## config.mk

```make
export PLATFORM = sky130hd
export DESIGN_NAME = stack_req_issuer_flat
export DESIGN_NICKNAME = d
export VERILOG_FILES = /design/src/rtl/stack_pkg.sv /design/src/rtl/stack_req_issuer_if.sv /design/src/rtl/stack_req_issuer_fifo.sv /design/src/rtl/stack_req_issuer.sv /design/src/flat_wrapper.sv
export SDC_FILE = /design/constraint.sdc
export NUM_CORES = 1
export LEC_CHECK = 0
export ABC_CLOCK_PERIOD_IN_PS = 4800
export CAP_MARGIN = 20
export CORE_MARGIN = 2
export CORE_UTILIZATION = 52
export DETAILED_ROUTE_END_ITERATION = 12
export PLACE_DENSITY_LB_ADDON = 0.08
export SLEW_MARGIN = 20
export SYNTH_ARGS = -nofsm -noshare
export SYNTH_HDL_FRONTEND = slang
export SYNTH_SLANG_ARGS = --single-unit
```

## constraint.sdc

```tcl
create_clock -name clock -period 4.8 [get_ports clock]
set_input_delay 0.48 -clock clock [delete_from_list [all_inputs] [get_ports clock]]
set_output_delay 0.48 -clock clock [all_outputs]
set_load 0.005 [all_outputs]
```

## src/rtl/stack_pkg.sv

```systemverilog
// Shared op codes, FSM state encoding and op legality helper for stack_req_issuer.
package stack_pkg;

    localparam logic [2:0] OP_PUSH   = 3'd0;
    localparam logic [2:0] OP_POP    = 3'd1;
    localparam logic [2:0] OP_TOP    = 3'd2;
    localparam logic [2:0] OP_POPOUT = 3'd3;
    localparam logic [2:0] OP_SEARCH = 3'd4;

    typedef enum logic [1:0] {
        IDLE  = 2'd0,
        ISSUE = 2'd1,
        GAP   = 2'd2
    } state_t;

    function automatic logic op_legal(input logic [2:0] o);
        return (o <= OP_SEARCH);
    endfunction

endpackage

```

## src/rtl/stack_req_issuer_if.sv

```systemverilog
// Client-side and stack-unit-side signal bundle for stack_req_issuer.
interface stack_req_issuer_if #(
    parameter int unsigned WIDTH = 32
);
    logic             in_valid;
    logic             in_ready;
    logic [2:0]       in_op;
    logic [WIDTH-1:0] in_data;
    logic             rdy;
    logic [2:0]       op;
    logic [WIDTH-1:0] datain;
    logic             ack;
    logic [WIDTH-1:0] dataout;
    logic             esito;
    logic             res_valid;
    logic [WIDTH-1:0] res_data;
    logic             res_esito;
    logic             res_timeout;

    modport slave (
        input  in_valid, in_op, in_data, ack, dataout, esito,
        output in_ready, rdy, op, datain, res_valid, res_data, res_esito, res_timeout
    );

    modport master (
        output in_valid, in_op, in_data, ack, dataout, esito,
        input  in_ready, rdy, op, datain, res_valid, res_data, res_esito, res_timeout
    );
endinterface

```

## src/rtl/stack_req_issuer_fifo.sv

```systemverilog
// req_fifo: DEPTH-entry request queue with registered count and wrapping pointers.
module req_fifo #(
    parameter int unsigned DEPTH = 4,
    parameter int unsigned DW    = 35
) (
    input  logic          clock,
    input  logic          reset,
    input  logic          push,
    input  logic          pop,
    input  logic [DW-1:0] push_data,
    output logic          full,
    output logic          empty,
    output logic [DW-1:0] head
);
    localparam int unsigned AW = $clog2(DEPTH);

    logic [DW-1:0] mem_q [DEPTH];
    logic [AW-1:0] wr_ptr_q, wr_ptr_d, rd_ptr_q, rd_ptr_d;
    logic [AW:0]   count_q, count_d;
    logic          do_push, do_pop;

    assign full    = (count_q == (AW+1)'(DEPTH));
    assign empty   = (count_q == '0);
    assign do_push = push & ~full;
    assign do_pop  = pop & ~empty;
    assign head    = mem_q[rd_ptr_q];

    // Pointers are exactly AW bits wide, so power-of-two wrap is implicit.
    always_comb begin
        wr_ptr_d = wr_ptr_q + AW'(do_push);
        rd_ptr_d = rd_ptr_q + AW'(do_pop);
        count_d  = count_q + (AW+1)'(do_push) - (AW+1)'(do_pop);
    end

    always_ff @(posedge clock) begin
        if (reset) begin
            wr_ptr_q <= '0;
            rd_ptr_q <= '0;
            count_q  <= '0;
        end else begin
            wr_ptr_q <= wr_ptr_d;
            rd_ptr_q <= rd_ptr_d;
            count_q  <= count_d;
        end
    end

    always_ff @(posedge clock) begin
        if (do_push) mem_q[wr_ptr_q] <= push_data;
    end
endmodule

```

## src/rtl/stack_req_issuer.sv

```systemverilog
// Queues client stack requests and issues them one at a time to the stack unit.
// Optional ack timeout enabled by defining STACK_REQ_TIMEOUT_EN.
module stack_req_issuer
    import stack_pkg::*;
#(
    parameter int unsigned DEPTH   = 4,
    parameter int unsigned WIDTH   = 32,
    parameter int unsigned TIMEOUT = 255
) (
    input logic               clock,
    input logic               reset,
    stack_req_issuer_if.slave bus
);
    localparam int unsigned EW = 3 + WIDTH;

    if ((DEPTH < 2) || ((DEPTH & (DEPTH - 1)) != 0) || (TIMEOUT < 1)) begin : g_bad_params
        $error("stack_req_issuer: DEPTH must be a power of 2 >= 2 and TIMEOUT >= 1");
    end

    logic             push, pop, full, empty;
    logic [EW-1:0]    head;
    logic [2:0]       head_op;
    logic [WIDTH-1:0] head_data;
    logic             timeout_hit;

    state_t           state_q, state_d;
    logic             rdy_q, rdy_d;
    logic [2:0]       op_q, op_d;
    logic [WIDTH-1:0] datain_q, datain_d;
    logic             res_valid_q, res_valid_d;
    logic [WIDTH-1:0] res_data_q, res_data_d;
    logic             res_esito_q, res_esito_d;

    assign {head_op, head_data} = head;
    assign push                 = bus.in_valid & ~full;

    req_fifo #(.DEPTH(DEPTH), .DW(EW)) u_fifo (
        .clock     (clock),
        .reset     (reset),
        .push      (push),
        .pop       (pop),
        .push_data ({bus.in_op, bus.in_data}),
        .full      (full),
        .empty     (empty),
        .head      (head)
    );

    always_comb begin
        state_d     = state_q;
        rdy_d       = rdy_q;
        op_d        = op_q;
        datain_d    = datain_q;
        res_valid_d = 1'b0;
        res_data_d  = res_data_q;
        res_esito_d = res_esito_q;
        pop         = 1'b0;
        case (state_q)
            IDLE: begin
                if (!empty) begin
                    if (op_legal(head_op)) begin
                        state_d  = ISSUE;
                        rdy_d    = 1'b1;
                        op_d     = head_op;
                        datain_d = head_data;
                    end else begin
                        pop         = 1'b1;
                        res_valid_d = 1'b1;
                        res_esito_d = 1'b0;
                        res_data_d  = '0;
                    end
                end
            end
            ISSUE: begin
                if (bus.ack) begin
                    pop         = 1'b1;
                    res_valid_d = 1'b1;
                    res_data_d  = bus.dataout;
                    res_esito_d = bus.esito;
                    rdy_d       = 1'b0;
                    state_d     = GAP;
                end else if (timeout_hit) begin
                    pop         = 1'b1;
                    res_valid_d = 1'b1;
                    res_data_d  = '0;
                    res_esito_d = 1'b0;
                    rdy_d       = 1'b0;
                    state_d     = GAP;
                end
            end
            GAP:     state_d = IDLE;
            default: state_d = IDLE;
        endcase
    end

    always_ff @(posedge clock) begin
        if (reset) begin
            state_q     <= IDLE;
            rdy_q       <= 1'b0;
            op_q        <= '0;
            datain_q    <= '0;
            res_valid_q <= 1'b0;
            res_data_q  <= '0;
            res_esito_q <= 1'b0;
        end else begin
            state_q     <= state_d;
            rdy_q       <= rdy_d;
            op_q        <= op_d;
            datain_q    <= datain_d;
            res_valid_q <= res_valid_d;
            res_data_q  <= res_data_d;
            res_esito_q <= res_esito_d;
        end
    end

`ifdef STACK_REQ_TIMEOUT_EN
    localparam int unsigned TW = $clog2(TIMEOUT + 1);

    logic [TW-1:0] tmo_cnt_q, tmo_cnt_d;
    logic          res_timeout_q, res_timeout_d;

    // Counter reads 0 in the first ISSUE cycle, so TIMEOUT-1 marks the TIMEOUT-th cycle.
    assign timeout_hit = (state_q == ISSUE) && (tmo_cnt_q == TW'(TIMEOUT - 1));

    always_comb begin
        tmo_cnt_d     = (state_q == ISSUE) ? tmo_cnt_q + TW'(1) : '0;
        res_timeout_d = res_valid_d ? (timeout_hit & ~bus.ack) : res_timeout_q;
    end

    always_ff @(posedge clock) begin
        if (reset) begin
            tmo_cnt_q     <= '0;
            res_timeout_q <= 1'b0;
        end else begin
            tmo_cnt_q     <= tmo_cnt_d;
            res_timeout_q <= res_timeout_d;
        end
    end

    assign bus.res_timeout = res_timeout_q;
`else
    assign timeout_hit     = 1'b0;
    assign bus.res_timeout = 1'b0;
`endif

    assign bus.in_ready  = ~full;
    assign bus.rdy       = rdy_q;
    assign bus.op        = op_q;
    assign bus.datain    = datain_q;
    assign bus.res_valid = res_valid_q;
    assign bus.res_data  = res_data_q;
    assign bus.res_esito = res_esito_q;
endmodule
```

## src/flat_wrapper.sv

```systemverilog
// flat-port wrapper written by rule: the top's interface ports become plain ports
module stack_req_issuer_flat import stack_pkg::*;
#(
    parameter int unsigned DEPTH   = 4,
    parameter int unsigned WIDTH   = 32,
    parameter int unsigned TIMEOUT = 255
)
  (clock, reset, bus_in_valid, bus_in_op, bus_in_data, bus_ack, bus_dataout, bus_esito, bus_in_ready, bus_rdy, bus_op, bus_datain, bus_res_valid, bus_res_data, bus_res_esito, bus_res_timeout);
  stack_req_issuer_if #(.WIDTH(WIDTH)) bus_i ();
  input logic clock;
  input logic reset;
  input wire logic [$bits(bus_i.in_valid)-1:0] bus_in_valid;
  input wire logic [$bits(bus_i.in_op)-1:0] bus_in_op;
  input wire logic [$bits(bus_i.in_data)-1:0] bus_in_data;
  input wire logic [$bits(bus_i.ack)-1:0] bus_ack;
  input wire logic [$bits(bus_i.dataout)-1:0] bus_dataout;
  input wire logic [$bits(bus_i.esito)-1:0] bus_esito;
  output wire logic [$bits(bus_i.in_ready)-1:0] bus_in_ready;
  output wire logic [$bits(bus_i.rdy)-1:0] bus_rdy;
  output wire logic [$bits(bus_i.op)-1:0] bus_op;
  output wire logic [$bits(bus_i.datain)-1:0] bus_datain;
  output wire logic [$bits(bus_i.res_valid)-1:0] bus_res_valid;
  output wire logic [$bits(bus_i.res_data)-1:0] bus_res_data;
  output wire logic [$bits(bus_i.res_esito)-1:0] bus_res_esito;
  output wire logic [$bits(bus_i.res_timeout)-1:0] bus_res_timeout;
  assign bus_i.in_valid = bus_in_valid;
  assign bus_i.in_op = bus_in_op;
  assign bus_i.in_data = bus_in_data;
  assign bus_i.ack = bus_ack;
  assign bus_i.dataout = bus_dataout;
  assign bus_i.esito = bus_esito;
  assign bus_in_ready = bus_i.in_ready;
  assign bus_rdy = bus_i.rdy;
  assign bus_op = bus_i.op;
  assign bus_datain = bus_i.datain;
  assign bus_res_valid = bus_i.res_valid;
  assign bus_res_data = bus_i.res_data;
  assign bus_res_esito = bus_i.res_esito;
  assign bus_res_timeout = bus_i.res_timeout;
  stack_req_issuer #(.DEPTH(DEPTH), .WIDTH(WIDTH), .TIMEOUT(TIMEOUT)) u_core (.clock(clock), .reset(reset), .bus(bus_i));
endmodule
```

==> impl_metrics.json <==
{
  "status": "complete, no violations",
  "grt_pass1_vias": 5195,
  "clockBufferDepth": 3,
  "peakVddDrop_v": 0.000458,
  "crit_type": "flop to flop",
  "dieArea_mm2": 0.0167,
  "clock_skew_ns": 0.00658,
  "synth_cell_types": 37,
  "hold_viol": 0,
  "cts_setup_buffers": 0,
  "dieWidth_um": 129,
  "maxCapViolations": 0,
  "cp-start-kind": "flop",
  "grtUsageTotal_pct": 21.1,
  "cts_tree": "done",
  "first_pass_iters": 5,
  "period_minus_slack_ns": 3.60,
  "diodes": 0,
  "route.detailed.drc": 0,
  "syn2layout_area_growth_pct": 28.3,
  "fin_setup_tns_ns": 0,
  "grt-ovfl-total": 0,
  "setup_slack_ns": 1.20,
  "cp.required_ns": 5.14,
  "worst_pin_slew_ns": 1.00,
  "timing.hold.ws_ns": 0.464,
  "cts_buffers": 22,
  "power_density_mw_per_mm2": 543,
  "core_area_mm2": 0.0153,
  "antenna_found_initial": 0,
  "endpoint_kind": "flop",
  "hp-class": "flop to flop",
  "clock_sinks": 219,
  "grt_pass1_wl_um": 27200,
  "nNetsFinal": 760,
  "rsz0062_at_grt": "false",
  "syn_nets": 627,
  "leakage_nw": 3.38,
  "grt_max_degree": 52,
  "port_buffers": 142,
  "place.gp.congestion": 0.761,
  "cts_resized": 0,
  "post-route-period-util_pct": 74.9,
  "cts_root_buffer": "clkbuf_16",
  "rows": 45,
  "holdBufCountCts": 0,
  "syn_area_mm2": 0.00817,
  "routed_wl_um": 17200,
  "dpl.hpwl_um": 10700,
  "drt-wirelength-per-cell_um": 18.9,
  "drt-vias-per-instance": 5.60,
  "synth_cells": 552,
  "vias": 5099,
  "cp.arrival_ns": 3.93,
  "syn_area_per_cell_um2": 14.8,
  "htree_levels": 1,
  "worstSkewPairLatency_ns": 0.49,
  "drive_above_1_share_pct": 13.6,
  "drt_iter0_markers": 379,
  "ys_seq_area_share_pct": 70.8,
  "start_util_pct": 53.5,
  "num-fill-cells": 1084,
  "setup_viol": 0,
  "power_mw": 5.69,
  "ys_warn_count": 0,
  "maxSlewViolCount": 0,
  "io_pins": 144,
  "maxSlewHeadroom_pct": 32.9,
  "dp_slack_ns": 1.18,
  "postRouteAntennaNets": 0,
  "ys_seq_elements": 219,
  "clk_pin_slew_ns": 0.06,
  "die_h_um": 129,
  "max_freq_mhz": 278,
  "path_max_fanout": 36
}
## power breakdown
group	leakage, nW	switching [mW]	total, mW	internal (mW)
Clock	0.356	0.661	1.69	1.03
Sequential	1.93	0.136	2.43	2.29
Combinational	1.10	0.851	1.57	0.719
Total	3.38	1.65	5.69	4.04
## routing by layer
metal | part of all wire (%) | wire, um | global-route usage, %
met5 | 0 | 0 | 0
met4 | 2.0 | 346 | 5.31
met3 | 6.9 | 1180 | 4.13
met2 | 49 | 8380 | 35.8
met1 | 42 | 7280 | 28.2
## synthesized netlist by cell type, drive strengths merged
| cell | count | area share [%] |
|---|---|---|
| nand2 | 8 | 0.37 |
| nor2 | 7 | 0.32 |
| nor2b | 5 | 0.38 |
| ha | 2 | 0.31 |
| xnor2 | 4 | 0.43 |
| o2111ai | 1 | 0.32 |
| or3b | 1 | 0.11 |
| nor3 | 3 | 0.18 |
| mux4 | 35 | 9.7 |
| a31o | 2 | 0.21 |
| mux2 | 2 | 0.32 |
| o21ai | 34 | 2.1 |
| nor3b | 2 | 0.18 |
| clkbuf | 33 | 1.5 |
| nand2b | 1 | 0.077 |
| and2 | 2 | 0.18 |
| nand3 | 99 | 6.1 |
| conb | 1 | 0.046 |
| fa | 1 | 0.25 |
| a21boi | 1 | 0.14 |
| and3b | 1 | 0.11 |
| nand3b | 1 | 0.092 |
| o21a | 1 | 0.092 |
| buf | 12 | 1.1 |
| and3 | 1 | 0.077 |
| or3 | 1 | 0.077 |
| dfxtp | 79 | 19 |
| inv | 3 | 0.14 |
| a21oi | 69 | 4.2 |
| edfxtp | 140 | 51 |
## kinds of logic (layout without fill, tap and decap cells)
kind of cell	after synthesis	after routing	share of synthesized area [%]
flip-flops	219	219	70.8
AND/OR/NAND/NOR	132	132	8.23
AO/OA/AOI/OAI	108	108	7.12
buffers and inverters	48	195	2.71
multiplexers	37	37	10.1
XOR/XNOR	4	4	0.429
adder cells (fa/ha/maj)	3	3	0.552
other	1	1	0.0459
## stage by stage
stage,instance area [um2],std cells,utilization (%)
6_report,10500,910,68.7
5_1_grt,10500,910,68.7
4_1_cts,10500,910,68.6
3_5_place_dp,9750,872,63.9
3_3_place_gp,9750,872,63.9
2_1_floorplan,8170,552,-
## state kept, by name, summed over array words and instances (netlist names)
register,flops
u_core.u_fifo.count_q,3
u_core.bus.op,3
u_core.bus.rdy,1
u_core.u_fifo.rd_ptr_q,2
u_core.u_fifo.wr_ptr_q,2
u_core.state_q,2
u_core.bus.res_data,32
u_core.bus.res_valid,1
u_core.bus.datain,32
u_core.u_fifo.mem_q,140
u_core.bus.res_esito,1
## cell usage in the layout (no fill, tap or decap), drive strengths merged, types with 4 or more instances in the layout
| cell type | Yosys | routed |
|---|---|---|
| xnor2 | 4 | 4 |
| nand3 | 99 | 99 |
| mux4 | 35 | 35 |
| buf | 12 | 13 |
| nand2 | 8 | 8 |
| nor2b | 5 | 5 |
| edfxtp | 140 | 140 |
| a21oi | 69 | 69 |
| o21ai | 34 | 34 |
| clkinv | 0 | 4 |
| clkbuf | 33 | 32 |
| dfxtp | 79 | 79 |
| nor2 | 7 | 7 |
| clkdlybuf4s50 | 0 | 141 |
## layout make-up
type                       instances  area, um2  area share (%)
multi-input combinational        285       2190            20.9
tap                              211        264            2.52
inverter                           3       11.3           0.107
sequential                       219       5790            55.2
clock buffer                      32        639            6.10
clock inverter                     6       80.1           0.764
timing repair buffer             154       1510            14.4
## final timing paths
path | start | to | slack (ns) | cells past startpoint
max reg2reg | u_core.u_fifo.rd_ptr_q[0]$_SDFF_PP0_ | u_core.u_fifo.count_q[2]$_SDFF_PP0_ | 1.20 | 11
min | u_core.bus.res_data[12]$_SDFFE_PP0P_ | u_core.bus.res_data[12]$_SDFFE_PP0P_ | 0.46 | 2
min reg2reg | u_core.bus.res_data[12]$_SDFFE_PP0P_ | u_core.bus.res_data[12]$_SDFFE_PP0P_ | 0.46 | 2
max | u_core.u_fifo.rd_ptr_q[0]$_SDFF_PP0_ | u_core.u_fifo.count_q[2]$_SDFF_PP0_ | 1.20 | 11
## critical path, cell delays in order (launching register included)
cell,delay (ns)
dfxtp_2,0.57
buf_4,0.33
mux4_2,0.63
o2111ai_4,0.20
buf_4,0.37
and2_4,0.24
xnor2_1,0.06
ha_1,0.19
fa_1,0.38
xnor2_1,0.22
xnor2_1,0.15
nor2_1,0.06
No activity file was read; power rests on OpenSTA's default activity.
